==> src/rtl/beta_pipe_ctrl.sv <==
// Global pipeline control for the 5-stage core: prioritised stall/flush generation,
// post-redirect fetch-discard FSM and a stall-cycle performance counter.
module beta_pipe_ctrl #(
  parameter int unsigned RedirectBubbles = 1,
  parameter int unsigned CntWidth        = 32
) (
  input  logic                clk_i,
  input  logic                rst_i,
  input  logic [4:0]          dec_rs1_addr_i,
  input  logic [4:0]          dec_rs2_addr_i,
  input  logic                dec_rs1_used_i,
  input  logic                dec_rs2_used_i,
  input  logic                exe_is_load_i,
  input  logic [4:0]          exe_rd_addr_i,
  input  logic                exe_busy_i,
  input  logic                exe_branch_taken_i,
  input  logic                trap_i,
  input  logic                imem_ready_i,
  input  logic                dmem_req_i,
  input  logic                dmem_ready_i,
  input  logic                perf_clr_i,
  output logic                pc_stall_o,
  output logic                if_dec_stall_o,
  output logic                if_dec_flush_o,
  output logic                dec_exe_stall_o,
  output logic                dec_exe_flush_o,
  output logic                exe_mem_stall_o,
  output logic                exe_mem_flush_o,
  output logic                mem_wb_stall_o,
  output logic                mem_wb_flush_o,
  output logic [CntWidth-1:0] stall_cnt_o
);

  typedef enum logic [0:0] {
    ST_RUN      = 1'b0,
    ST_REDIRECT = 1'b1
  } state_t;

  localparam logic [3:0]          LP_BUBBLES = 4'(RedirectBubbles);
  localparam logic [CntWidth-1:0] LP_CNT_ONE = {{(CntWidth-1){1'b0}}, 1'b1};

  state_t              r_state;
  state_t              w_state_nxt;
  logic [3:0]          r_bubble;
  logic [3:0]          w_bubble_nxt;
  logic [CntWidth-1:0] r_stall_cnt;

  logic w_mem_wait;
  logic w_load_use;
  logic w_rs1_hit;
  logic w_rs2_hit;
  logic w_redirect_take;

  logic w_pc_stall;
  logic w_if_dec_stall;
  logic w_if_dec_flush;
  logic w_dec_exe_stall;
  logic w_dec_exe_flush;
  logic w_exe_mem_stall;
  logic w_exe_mem_flush;
  logic w_mem_wb_stall;
  logic w_mem_wb_flush;

  // Hazard detection terms; x0 is never a real producer so it cannot cause load-use.
  always_comb begin
    w_mem_wait = dmem_req_i & ~dmem_ready_i;
    w_rs1_hit  = dec_rs1_used_i & (dec_rs1_addr_i == exe_rd_addr_i);
    w_rs2_hit  = dec_rs2_used_i & (dec_rs2_addr_i == exe_rd_addr_i);
    w_load_use = exe_is_load_i & (exe_rd_addr_i != 5'd0) & (w_rs1_hit | w_rs2_hit);
  end

  // Priority-ordered hazard resolution; only the highest active hazard drives controls.
  always_comb begin
    w_pc_stall      = 1'b0;
    w_if_dec_stall  = 1'b0;
    w_if_dec_flush  = 1'b0;
    w_dec_exe_stall = 1'b0;
    w_dec_exe_flush = 1'b0;
    w_exe_mem_stall = 1'b0;
    w_exe_mem_flush = 1'b0;
    w_mem_wb_stall  = 1'b0;
    w_mem_wb_flush  = 1'b0;
    w_redirect_take = 1'b0;
    if (trap_i) begin
      w_if_dec_flush  = 1'b1;
      w_dec_exe_flush = 1'b1;
      w_exe_mem_flush = 1'b1;
      w_mem_wb_flush  = 1'b1;
      w_redirect_take = 1'b1;
    end else if (w_mem_wait) begin
      // EXE is frozen here, so a taken branch stays presented until memory completes.
      w_pc_stall      = 1'b1;
      w_if_dec_stall  = 1'b1;
      w_dec_exe_stall = 1'b1;
      w_exe_mem_stall = 1'b1;
      w_mem_wb_flush  = 1'b1;
    end else if (exe_busy_i) begin
      w_pc_stall      = 1'b1;
      w_if_dec_stall  = 1'b1;
      w_dec_exe_stall = 1'b1;
      w_exe_mem_flush = 1'b1;
    end else if (exe_branch_taken_i) begin
      w_if_dec_flush  = 1'b1;
      w_dec_exe_flush = 1'b1;
      w_redirect_take = 1'b1;
    end else if (w_load_use) begin
      w_pc_stall      = 1'b1;
      w_if_dec_stall  = 1'b1;
      w_dec_exe_flush = 1'b1;
    end else if (!imem_ready_i) begin
      w_pc_stall      = 1'b1;
      w_if_dec_flush  = 1'b1;
    end else begin
      w_pc_stall      = 1'b0;
    end
  end

  // Output drive: reset forces every register flushed; REDIRECT keeps discarding fetches.
  always_comb begin
    if (rst_i) begin
      pc_stall_o      = 1'b0;
      if_dec_stall_o  = 1'b0;
      if_dec_flush_o  = 1'b1;
      dec_exe_stall_o = 1'b0;
      dec_exe_flush_o = 1'b1;
      exe_mem_stall_o = 1'b0;
      exe_mem_flush_o = 1'b1;
      mem_wb_stall_o  = 1'b0;
      mem_wb_flush_o  = 1'b1;
    end else begin
      pc_stall_o      = w_pc_stall;
      if_dec_stall_o  = w_if_dec_stall;
      if_dec_flush_o  = w_if_dec_flush | (r_state == ST_REDIRECT);
      dec_exe_stall_o = w_dec_exe_stall;
      dec_exe_flush_o = w_dec_exe_flush;
      exe_mem_stall_o = w_exe_mem_stall;
      exe_mem_flush_o = w_exe_mem_flush;
      mem_wb_stall_o  = w_mem_wb_stall;
      mem_wb_flush_o  = w_mem_wb_flush;
    end
  end

  // Redirect FSM next state; bubbles only retire on cycles the front end actually advances.
  always_comb begin
    w_state_nxt  = r_state;
    w_bubble_nxt = r_bubble;
    case (r_state)
      ST_RUN: begin
        if (w_redirect_take) begin
          w_state_nxt  = ST_REDIRECT;
          w_bubble_nxt = LP_BUBBLES;
        end else begin
          w_state_nxt  = ST_RUN;
        end
      end
      ST_REDIRECT: begin
        if (w_redirect_take) begin
          w_state_nxt  = ST_REDIRECT;
          w_bubble_nxt = LP_BUBBLES;
        end else if (!w_pc_stall && !w_mem_wait) begin
          if (r_bubble <= 4'd1) begin
            w_state_nxt  = ST_RUN;
            w_bubble_nxt = 4'd0;
          end else begin
            w_bubble_nxt = r_bubble - 4'd1;
          end
        end else begin
          w_state_nxt  = ST_REDIRECT;
        end
      end
      default: begin
        w_state_nxt  = ST_RUN;
        w_bubble_nxt = 4'd0;
      end
    endcase
  end

  // Redirect FSM state and bubble counter registers.
  always_ff @(posedge clk_i or posedge rst_i) begin
    if (rst_i) begin
      r_state  <= ST_RUN;
      r_bubble <= 4'd0;
    end else begin
      r_state  <= w_state_nxt;
      r_bubble <= w_bubble_nxt;
    end
  end

  // Stall-cycle performance counter; clear wins over increment, wraps naturally.
  always_ff @(posedge clk_i or posedge rst_i) begin
    if (rst_i) begin
      r_stall_cnt <= '0;
    end else if (perf_clr_i) begin
      r_stall_cnt <= '0;
    end else if (w_pc_stall) begin
      r_stall_cnt <= r_stall_cnt + LP_CNT_ONE;
    end else begin
      r_stall_cnt <= r_stall_cnt;
    end
  end

  assign stall_cnt_o = r_stall_cnt;

endmodule

==> config.mk <==
export PLATFORM = sky130hd
export DESIGN_NAME = beta_pipe_ctrl
export DESIGN_NICKNAME = d
export VERILOG_FILES = /design/src/rtl/beta_pipe_ctrl.sv
export SDC_FILE = /design/constraint.sdc
export NUM_CORES = 1
export LEC_CHECK = 0
export ABC_AREA = 1
export CORE_ASPECT_RATIO = 0.75
export CORE_UTILIZATION = 54
export DETAILED_ROUTE_END_ITERATION = 8
export PLACE_DENSITY = 0.86
export SETUP_SLACK_MARGIN = 0.05
export SLEW_MARGIN = 10
export SYNTH_ARGS = -nofsm -noshare
export SYNTH_HDL_FRONTEND = slang
export SYNTH_SLANG_ARGS = --single-unit
export TNS_END_PERCENT = 30
==> constraint.sdc <==
create_clock -name clk_i -period 3.5 [get_ports clk_i]
set_clock_uncertainty 0.15 [all_clocks]
set_input_delay 0.7 -clock clk_i [delete_from_list [all_inputs] [get_ports clk_i]]
set_output_delay 0.7 -clock clk_i [all_outputs]
set_load 0.1 [all_outputs]
==> impl_metrics.yaml, run 1 <==
worst_setup_path:
  cpLargestDelayFamily: "buffers and inverters"
  crit_path_end_kind: "primary output"
  slowest_delay_ps: 550
  crit_path_cell_trace: "clkdlybuf4s50_1 -> inv_1 -> nand2_1 -> nand2_1 -> nor2_1 -> nand3_1 -> nand2_1 -> nand2_2 -> nand3_2 -> nand2_4 -> inv_1 -> nand2_1 -> inv_1 -> buf_12"
  startpoint_type: "input port"
  cp_max_fo: 6
  rrSetupSlack_ps: 1450
  crit_top_cell: "nand2_1"
  worst_ep_required_time_ps: 2650
  slowest_stage: "clkdlybuf4s50_1"
  worstPathArrival_ps: 2370
  worst_r2r_startpoint: "stall_cnt_o[0]"
  crit_buf_inv: 5
  crit_start: "exe_rd_addr_i[0]"
  crit_type: "input port to primary output"
pwr:
  ir_drop_mv: 0.245
  p_leak_nw: 1.67
  p_per_area_nw_per_um2: 291
  fin_total_pwr_mw: 1.05
yosys:
  synthCells: 425
  yosys.area.top_type: "dfrtp_1"
  synth_edf_count: 0
  ys_warn_count: 0
  post-synth-top-count-cell: "nand2_1"
  avgSynthCellArea_um2: 6.58
  syn_area_um2: 2800
  syn-num-nets: 455
  yosysTopAreaCellShare: 0.331
  ys_async_sr_fraction: 1.00
  synthTopCellsByCount: "nand2_1, nor2_1, inv_1"
  synth_cell_type_count: 29
  ys_seq_area_frac: 0.331
  synth_area_leaders: "dfrtp_1, nand2_1, nor2_1"
  ys_ff_latch: 37
  synthFlopType: "dfrtp_1"
clock_tree:
  tritoncts.num_buffers: 5
  root_buffer: "clkbuf_8"
  clk_pin_slew_ps: 80
  cts.sinks: 37
  htreeDepth: 2
  cts_hold_repair.buffers: 0
  cts_tree: "done"
  postCtsResizedCells: 0
  clock_path_buffers: 2
  post_cts_buffers: 0
  clk_latency_ps: 290
floorplan:
  initial_core_util: 0.567
  dieHeight_um: 64.3
  die_w_um: 85.1
  die-area_um2: 5470
  io-pin-count: 68
  row_count: 22
  core_um2: 4930
sta:
  max_freq_mhz: 310
  rsz0062_at_grt: "no"
  setup_ws_ps: 279
  drv_slew: 0
  final.setup.tns_ps: 0
  hold_viol_final: 0
  tightest_slew_ps: 646
  slew_headroom: 0.569
  setup_viol: 0
  holdWs_ps: 394
  period_needed_ps: 3220
  final.period_utilization: 0.920
global_routing:
  grt_overflow: 0
  grt_antenna_before_repair: 0
  grt_max_degree: 38
  track_usage: 0.312
  grt_pass1_wl_mm: 13.3
  grt_pass1_vias: 2793
status:
  outcome: "finished clean"
place:
  numPortBuffers: 66
  placed_area_um2: 3480
  gp_congestion: 0.916
  post-dp-hpwl_mm: 6.21
  place_ws_ps: 306
drt:
  ant_nets: 0
  dr.first_iter.drc_count: 233
  post_drt_wl_per_cell_um: 14.5
  drc: 0
  vias: 2997
  firstDrtPassIters: 5
  totalWireLength_mm: 7.99
  avgViaCountPerCell: 5.42
finish:
  post-route-cell-area_um2: 3600
  area_growth_pct: 28.8
  fin_nets: 522
  insertedDiodeCount: 0
  drive_gt1_frac: 0.160
worst_hold_path:
  hold_path.startpoint: "stall_cnt_o[31]"
  hold_class: "flip-flop to flip-flop"
flow_run:
  maxCapViolCount: 0
power breakdown:
part           internal [mW]  total [mW]  switching, mW
combinational         0.0705       0.213          0.142
sequential             0.432       0.440        0.00738
clock                  0.232       0.395          0.164
per-stage QoR:
| step | instances | utilization |
|---|---|---|
| finish | 553 | 0.731 |
| global route | 553 | 0.731 |
| CTS | 553 | 0.731 |
| detailed placement | 545 | 0.706 |
| global placement | 545 | 0.706 |
| floorplan | 425 | - |
layout make-up:
type / count / area [um^2]
Multi-Input combinational cell: 325 / 1600
Fill cell: 425 / 1330
Sequential cell: 37 / 926
Timing Repair Buffer: 69 / 671
Inverter: 54 / 205
Clock buffer: 6 / 82.6
Tap cell: 60 / 75.1
Clock inverter: 2 / 37.5
flip-flops by register name, indices dropped and copies added (netlist names):
| signal | cells |
|---|---|
| r_bubble | 4 |
| stall_cnt_o | 32 |
| r_state | 1 |
final timing paths:
path | end | cells past startpoint
worst max-delay path | pc_stall_o | 14
worst min-delay path | stall_cnt_o[31] | 2
worst max register to register | stall_cnt_o[30] | 10
worst min register to register | stall_cnt_o[31] | 2
max in group asynchronous | stall_cnt_o[29] | 3
min in group asynchronous | stall_cnt_o[12] | 3
routing by layer:
layer | track usage | up-vias | share of wire
li1 | - | 1463 | -
met1 | 0.478 | 1413 | 0.50
met2 | 0.462 | 115 | 0.43
met3 | 0.0543 | 6 | 0.070
met4 | 0.0487 | 0 | 0.0045
met5 | 0 | - | 0
kinds of logic after synthesis:
group / Yosys count / share of synthesized area
AND/OR/NAND/NOR: 270 / 0.419
buffers and inverters: 63 / 0.0976
flip-flops: 37 / 0.331
adder cells (fa/ha/maj): 3 / 0.0134
XOR/XNOR: 26 / 0.0815
AO/OA/AOI/OAI: 25 / 0.0555
other: 1 / 0.00134
placed cells by master (no fill, tap or decap), types with 4 or more instances in the layout:
| master | count |
|---|---|
| nor2_1 | 61 |
| clkbuf_8 | 6 |
| nor2_2 | 4 |
| o21ai_1 | 17 |
| nand2_1 | 138 |
| inv_1 | 48 |
| o21ai_2 | 6 |
| nand3_1 | 25 |
| xor2_1 | 23 |
| inv_2 | 5 |
| nand4_1 | 10 |
| clkdlybuf4s50_1 | 26 |
| buf_12 | 7 |
| nor3_1 | 17 |
| dfrtp_1 | 37 |
| buf_4 | 36 |
worst register-to-register path: cells and delay by family, from the launching register on:
family | cells | cell delay, ps
simple gates | 7 | 910
compound gates | 1 | 140
fa+ha+maj | 1 | 250
buf+inv | 1 | 90
flops | 1 | 430
No activity file was read; power rests on OpenSTA's default activity.
==> run 2: changes to the inputs <==
Settings changed: CORE_UTILIZATION 54 to 45, PLACE_DENSITY 0.86 to 0.77.
Clock period 3.5 ns to 2.6 ns, I/O delays scaled along.
==> impl_metrics.yaml, run 2 (synthesis results as in run 1) <==
finish:
  mostFrequentLayoutCells: "nand2_1, nor2_1, buf_4"
  final_cells: 585
  post-route-cell-area_um2: 3780
  drive_gt1_frac: 0.205
  layout_commonest_cell: "nand2_1"
  area_growth_pct: 35.3
  finish.utilization: 0.639
  insertedDiodeCount: 0
  fin_nets: 536
  largest_reg_flops: 32
sta:
  period_needed_ps: 2440
  setup_ws_ps: 161
  drv_slew: 0
  final.period_utilization: 0.938
  hold_viol_final: 0
  tightest_slew_ps: 541
  max_freq_mhz: 410
  setup_viol: 0
  slew_headroom: 0.636
  rsz0062_at_grt: "no"
drt:
  dr.first_iter.drc_count: 241
  vias: 3008
  post_drt_wl_per_cell_um: 14.3
  drc: 0
  firstDrtPassIters: 7
  totalWireLength_mm: 8.34
  ant_nets: 0
  avgViaCountPerCell: 5.14
floorplan:
  initial_core_util: 0.473
  core_um2: 5920
  die-area_um2: 6530
  io-pin-count: 68
  row_count: 24
  die_w_um: 93.0
  dieHeight_um: 70.3
worst_setup_path:
  worst_ep_required_time_ps: 1930
  crit_buf_inv: 4
  crit_path_end_kind: "primary output"
  crit_type: "input port to primary output"
  worstPathArrival_ps: 1770
  cp_max_fo: 4
  crit_path_cell_trace: "dlygate4sd2_1 -> inv_2 -> nand4_1 -> o21ai_1 -> inv_1 -> nand2_4 -> nand2_4 -> o2111ai_4 -> buf_12"
  cpLargestDelayFamily: "buffers and inverters"
  slowest_stage: "dlygate4sd2_1"
  rr_worst_depth: 10
  crit_top_cell: "nand2_4"
  slowest_delay_ps: 250
  startpoint_type: "input port"
  cp.depth: 9
global_routing:
  grt_pass1_vias: 2787
  grt_overflow: 0
  grt_max_degree: 38
  grt_pass1_wl_mm: 13.6
  track_usage: 0.269
  grt_antenna_before_repair: 0
worst_hold_path:
  hold_class: "flip-flop to flip-flop"
  hold_depth: 2
clock_tree:
  htreeDepth: 2
  clk_pin_slew_ps: 80
  root_buffer: "clkbuf_8"
  clock_path_buffers: 2
  clk_latency_ps: 300
  tritoncts.num_buffers: 5
  cts_tree: "done"
  cts.sinks: 37
place:
  placed_area_um2: 3590
  post-dp-hpwl_mm: 6.40
  gp_congestion: 0.957
  place_ws_ps: -182
  numPortBuffers: 66
  post-place-cells: 570
pwr:
  ir_drop_mv: 0.240
  fin_total_pwr_mw: 1.32
  p_per_area_nw_per_um2: 349
  p_leak_nw: 1.79
status:
  outcome: "finished clean"
flow_run:
  maxCapViolCount: 0
run 2: stage by stage:
stage	hold WS (ps)	TNS, ps
floorplan	349	-1220
global placement	366	-383
detailed placement	374	-503
CTS	397	0
global route	430	0
finish	399	0
run 2: cell type report:
type,instances,area (um^2)
fill,528,2130
multi-input combinational,325,1670
sequential,37,926
timing repair buffer,83,786
inverter,54,211
tap,78,97.6
clock buffer,5,68.8
clock inverter,3,17.5
run 2: worst paths after layout:
check / start / slack [ps] / end
max reg2reg: stall_cnt_o[0] / 510 / stall_cnt_o[30]
min in group asynchronous: rst_i / 570 / stall_cnt_o[0]
min: stall_cnt_o[31] / 400 / stall_cnt_o[31]
min reg2reg: stall_cnt_o[31] / 400 / stall_cnt_o[31]
max in group asynchronous: rst_i / 1390 / stall_cnt_o[28]
max: exe_rd_addr_i[3] / 160 / if_dec_flush_o
run 2: layer usage:
metal | vias to the layer above | wire (um) | track usage
met4 | 0 | 53 | 0.0581
met1 | 1399 | 3980 | 0.392
met5 | - | 0 | 0
li1 | 1494 | - | -
met2 | 110 | 3720 | 0.407
met3 | 5 | 582 | 0.0632
run 2: worst min-delay path, delay by kind of cell, from the launching register on:
kind / cells / cell delay [ps]
DFF: 1 / 400
and+or+nand+nor: 2 / 120
run 2: repair_timing:
item,in CTS,in global routing
pin swaps,12,8
gates resized for setup,20,21
setup buffers,0,7
setup endpoints to repair,4,6
endpoints found under the hold margin,0,0
hold buffers,0,0
run 2: power by group:
part           internal, mW  leakage (nW)  switching [mW]  total, mW
registers             0.582         0.508          0.0104      0.592
logic                 0.111          1.24           0.207      0.318
clock network         0.185        0.0439           0.224      0.410
==> RTL change 1: new RTL, config.mk and constraints of run 2 <==
`CntWidth`: 32 -> 48.
--- a/src/rtl/beta_pipe_ctrl.sv
+++ b/src/rtl/beta_pipe_ctrl.sv
@@ -4,3 +4,3 @@
   parameter int unsigned RedirectBubbles = 1,
-  parameter int unsigned CntWidth        = 32
+  parameter int unsigned CntWidth        = 48
 ) (
Interface: changed (resized stall_cnt_o); port bits go from 68 to 84. The function was not compared with the original's and may differ.
==> RTL change 1 against run 2 <==
Sequential cell count increased by 16; die area up 42%; critical path type unchanged; design area up 36%; sequential share of layout area increased by 1.2 points; register-to-register slack lost 0.08 ns; synthesized area up 43%; count of clock-buffer cells in the layout rose by 3; routed wire length increased by 55%; setup slack lost 0.058 ns; hold slack worse by 0.0062 ns; highest routed layer unchanged; total power is 40% higher.
==> RTL change 1: results <==
{
  "drtIter0Drc": 403,
  "peakVddDrop_mv": 0.277,
  "grtUsageMet1_pct": 42.3,
  "fin_crit_sh_pct": 96.1,
  "port_buffers": 82,
  "drt-met1-wl_um": 6150,
  "synthTopCellsByCount": "197 x nand2_1, 100 x nor2_1, 60 x inv_1",
  "dr_wl_met3_um": 1190,
  "fillCellCount": 812,
  "dp_slack_ns": -0.231,
  "grt_pass1_wl_um": 20700,
  "outcome": "finished, final reports clean",
  "p_leak_nw": 2.32,
  "die_w_um": 111,
  "stdcell_count": 812,
  "firstDrtPassIters": 5,
  "worst_pin_slew_ns": 0.715,
  "synthTopCellsByArea": "dfrtp_1 33%, nand2_1 19%, nor2_1 9.4%",
  "seq_area_um2": 1330,
  "clockRootBuffer": "clkbuf_16",
  "ys_seq_area_share_pct": 33.2,
  "place_area_um2": 5030,
  "place_congestion": 0.972,
  "met3_usage_pct": 6.17,
  "grt_max_degree": 54,
  "final_layout_size_suffix_gt1_share_pct": 18.3,
  "critical_path_arrival_ns": 1.83,
  "syn-instance-count": 609,
  "reg2reg_depth": 8,
  "rrSetupSlack_ns": 0.43,
  "hpwlAfterDp_um": 10000,
  "met2_usage_pct": 41.7,
  "wl_met2_um": 5410,
  "dp.cells": 803,
  "grt_util_all_layers_pct": 28.4,
  "whs_ns": 0.393,
  "grt_pass1_vias": 4000,
  "largest_register_ffs": 48,
  "clk_latency_ns": 0.29,
  "synth.net_count": 639,
  "synth_cell_types": 39,
  "swShare_pct": 29.1,
  "fin_nets": 733,
  "post_drt_wl_per_cell_um": 15.9,
  "viasPerCell": 5.35,
  "yosys_warnings": 0
}
-- RTL change 1: power by group through the flow --
| stage | sequential, W | combinational [W] | clock, W |
|---|---|---|---|
| 2_1_floorplan | 0.000875 | 0.000193 | 0 |
| 6_report | 0.000839 | 0.000357 | 0.000653 |
| 3_3_place_gp | 0.000854 | 0.000351 | 0 |
| 4_1_cts | 0.000838 | 0.000352 | 0.000669 |
| 3_5_place_dp | 0.000854 | 0.000358 | 0 |
| 5_1_grt | 0.000839 | 0.000384 | 0.000700 |
-- RTL change 1: worst paths after layout --
check	start	to
setup / recovery	exe_rd_addr_i[3]	if_dec_flush_o
hold / removal	r_state	r_state
setup reg to reg	stall_cnt_o[1]	stall_cnt_o[30]
hold reg to reg	r_state	r_state
max in group asynchronous	rst_i	stall_cnt_o[20]
min in group asynchronous	rst_i	r_state
-- RTL change 1: cell families after synthesis --
group | after synthesis | synth area share, %
compound gates | 47 | 7.36
xor+xnor | 35 | 7.67
fa+ha+maj | 3 | 0.940
buf+inv | 80 | 8.61
flops | 53 | 33.2
other cells | 1 | 0.0939
simple gates | 390 | 42.1
-- RTL change 1: critical path: stages --
cell and delay, ns:
dlygate4sd2_1 0.25, inv_2 0.08, nand2_1 0.05, nand2_1 0.06
nor2_1 0.04, nand3_1 0.07, nand2_1 0.07, nand2_2 0.13
nand2_1 0.11, o2111ai_2 0.23, buf_12 0.21
-- RTL change 1: final cells by class --
type / count / share of cell area [%]
multi-input cells: 476 / 46.0
flip-flops and latches: 53 / 25.7
repair buffers: 101 / 18.1
inverters: 66 / 4.92
clock buffers: 8 / 2.64
well taps: 108 / 2.62
-- RTL change 1: repair_timing --
item,4_1_cts,5_1_grt
resized for setup,21,10
setup endpoints to repair,4,5
pin swaps,11,1
buffers inserted,0,1
==> RTL change 2: new RTL, config.mk and constraints of run 2 <==
Made on the original files. Make the reset (`rst_i`) synchronous in 2 clocked blocks.
--- a/src/rtl/beta_pipe_ctrl.sv
+++ b/src/rtl/beta_pipe_ctrl.sv
@@ -178,3 +178,3 @@
   // Redirect FSM state and bubble counter registers.
-  always_ff @(posedge clk_i or posedge rst_i) begin
+  always_ff @(posedge clk_i) begin
     if (rst_i) begin
@@ -189,3 +189,3 @@
   // Stall-cycle performance counter; clear wins over increment, wraps naturally.
-  always_ff @(posedge clk_i or posedge rst_i) begin
+  always_ff @(posedge clk_i) begin
     if (rst_i) begin
Function: differs if rst_i is asserted again (counterexample within 4 cycles, from zero or initial values and one cycle with rst_i high); with rst_i held inactive, the same outputs for 10 cycles.
==> RTL change 2 against run 2 <==
Routed wire length is 12% lower; register-to-register slack better by 0.04 ns; sequential cell count stayed put; maximum frequency is 2.8% lower; synthesized cell count is 4.5% lower; setup slack worse by 0.071 ns; hold slack worse by 0.050 ns; global-route usage is 0.11 points lower; first-iteration DRC count is 12% higher; design area is 8.3% lower; critical endpoint is now dec_exe_flush_o; synthesized area is 8.3% lower; die area is 8.1% lower; total power is 4.9% lower; core utilization is 0.17 points higher.
==> RTL change 2: results <==
{
  "yosys_warnings": 0,
  "htree_levels": 2,
  "swShare_pct": 29.9,
  "grt_pass1_wl_um": 12200,
  "peakVddDrop_mv": 0.253,
  "grt_pass1_vias": 2555,
  "fin_nets": 518,
  "numCtsBuffers": 5,
  "clkTransAtPathRegs_ns": 0.07,
  "post_drt_wl_per_cell_um": 13.0,
  "place_congestion": 0.943,
  "synthTopCellsByCount": "136 x nand2_1, 44 x nor2_1, 38 x inv_1",
  "clockRootBuffer": "clkbuf_8",
  "outcome": "finished, final reports clean",
  "firstDrtPassIters": 7,
  "fillCellCount": 520,
  "hpwlAfterDp_um": 5880,
  "synth_cell_types": 34,
  "cts_setup_buffers": 0,
  "final_layout_size_suffix_gt1_share_pct": 21.5,
  "grt_max_degree": 28,
  "ys_seq_area_share_pct": 28.9,
  "cts_buffer_depth": 2,
  "antenna_found_initial": 0,
  "largest_register_ffs": 32,
  "synthTopCellsByArea": "dfxtp_1 29%, nand2_1 20%, xor2_1 6.5%",
  "place_area_um2": 3420,
  "dp_slack_ns": -0.251,
  "drc": 0,
  "grt_util_all_layers_pct": 26.8,
  "async_flop_share_pct": 0,
  "synth.net_count": 436,
  "p_per_area_nw_per_um2": 362,
  "cp_max_fo": 4,
  "p_leak_nw": 1.43,
  "port_buffers": 66,
  "clk_latency_ns": 0.29,
  "drtIter0Drc": 270,
  "num_antenna_cells": 0,
  "hp-class": "flop to flop",
  "vias": 2802
}
RTL change 2: cell families after synthesis:
logic type / count (synthesis) / share of synthesized area, %
buffers and inverters: 56 / 9.37
other: 1 / 0.146
DFF: 37 / 28.9
adders and majority gates: 3 / 1.46
xor gates and xnor gates: 25 / 8.54
AOI/OAI and AO/OA: 50 / 10.7
and+or+nand+nor: 234 / 40.9
RTL change 2: power groups by stage:
stage | combinational, W | sequential (W) | clock, W
2_1_floorplan | 0.000152 | 0.000598 | 0
3_3_place_gp | 0.000273 | 0.000589 | 0
3_5_place_dp | 0.000276 | 0.000589 | 0
4_1_cts | 0.000268 | 0.000576 | 0.000415
5_1_grt | 0.000291 | 0.000576 | 0.000440
6_report | 0.000268 | 0.000576 | 0.000411
RTL change 2: through the flow:
step	hold WS [ns]	cells	power [W]
floorplan	0.320	406	0.000750
global placement	0.331	556	0.000862
detailed placement	0.341	556	0.000865
CTS	0.353	563	0.00126
global route	0.392	563	0.00131
finish	0.348	563	0.00126
RTL change 2: timing repair:
item / in CTS / in global routing
gates resized for setup: 20 / 23
pin swaps: 8 / 15
setup endpoints to repair: 4 / 4
RTL change 2: path summary, 6_finish.rpt:
| check | from | to | cells past startpoint | slack [ns] |
|---|---|---|---|---|
| min reg2reg | stall_cnt_o[7] | stall_cnt_o[7] | 2 | 0.35 |
| max | dmem_req_i | dec_exe_flush_o | 8 | 0.09 |
| min | stall_cnt_o[7] | stall_cnt_o[7] | 2 | 0.35 |
| max reg2reg | stall_cnt_o[0] | stall_cnt_o[28] | 8 | 0.55 |
RTL change 2: final cells by class:
cell class              count  area, µm²  share of cell area, %
multi-input cells         313       1620                   46.6
well taps                  75       93.8                   2.71
flip-flops and latches     37        741                   21.4
repair buffers             83        746                   21.5
inverters                  48        185                   5.34
clock buffers               7       86.3                   2.49
RTL change 2: layer usage:
layer	up-vias	wire length, µm	track usage [%]
met3	6	447	5.87
met1	1271	3810	39.9
met2	71	3030	39.3
met5	-	0	0
met4	0	57	5.75
li1	1454	-	-
RTL change 2: critical path: stages:
cell and delay, ns:
clkdlybuf4s50_1 0.45, inv_1 0.04, nor2_2 0.15, nor2_2 0.09, a21oi_2 0.20, buf_4 0.15
o31ai_4 0.07, buf_12 0.17
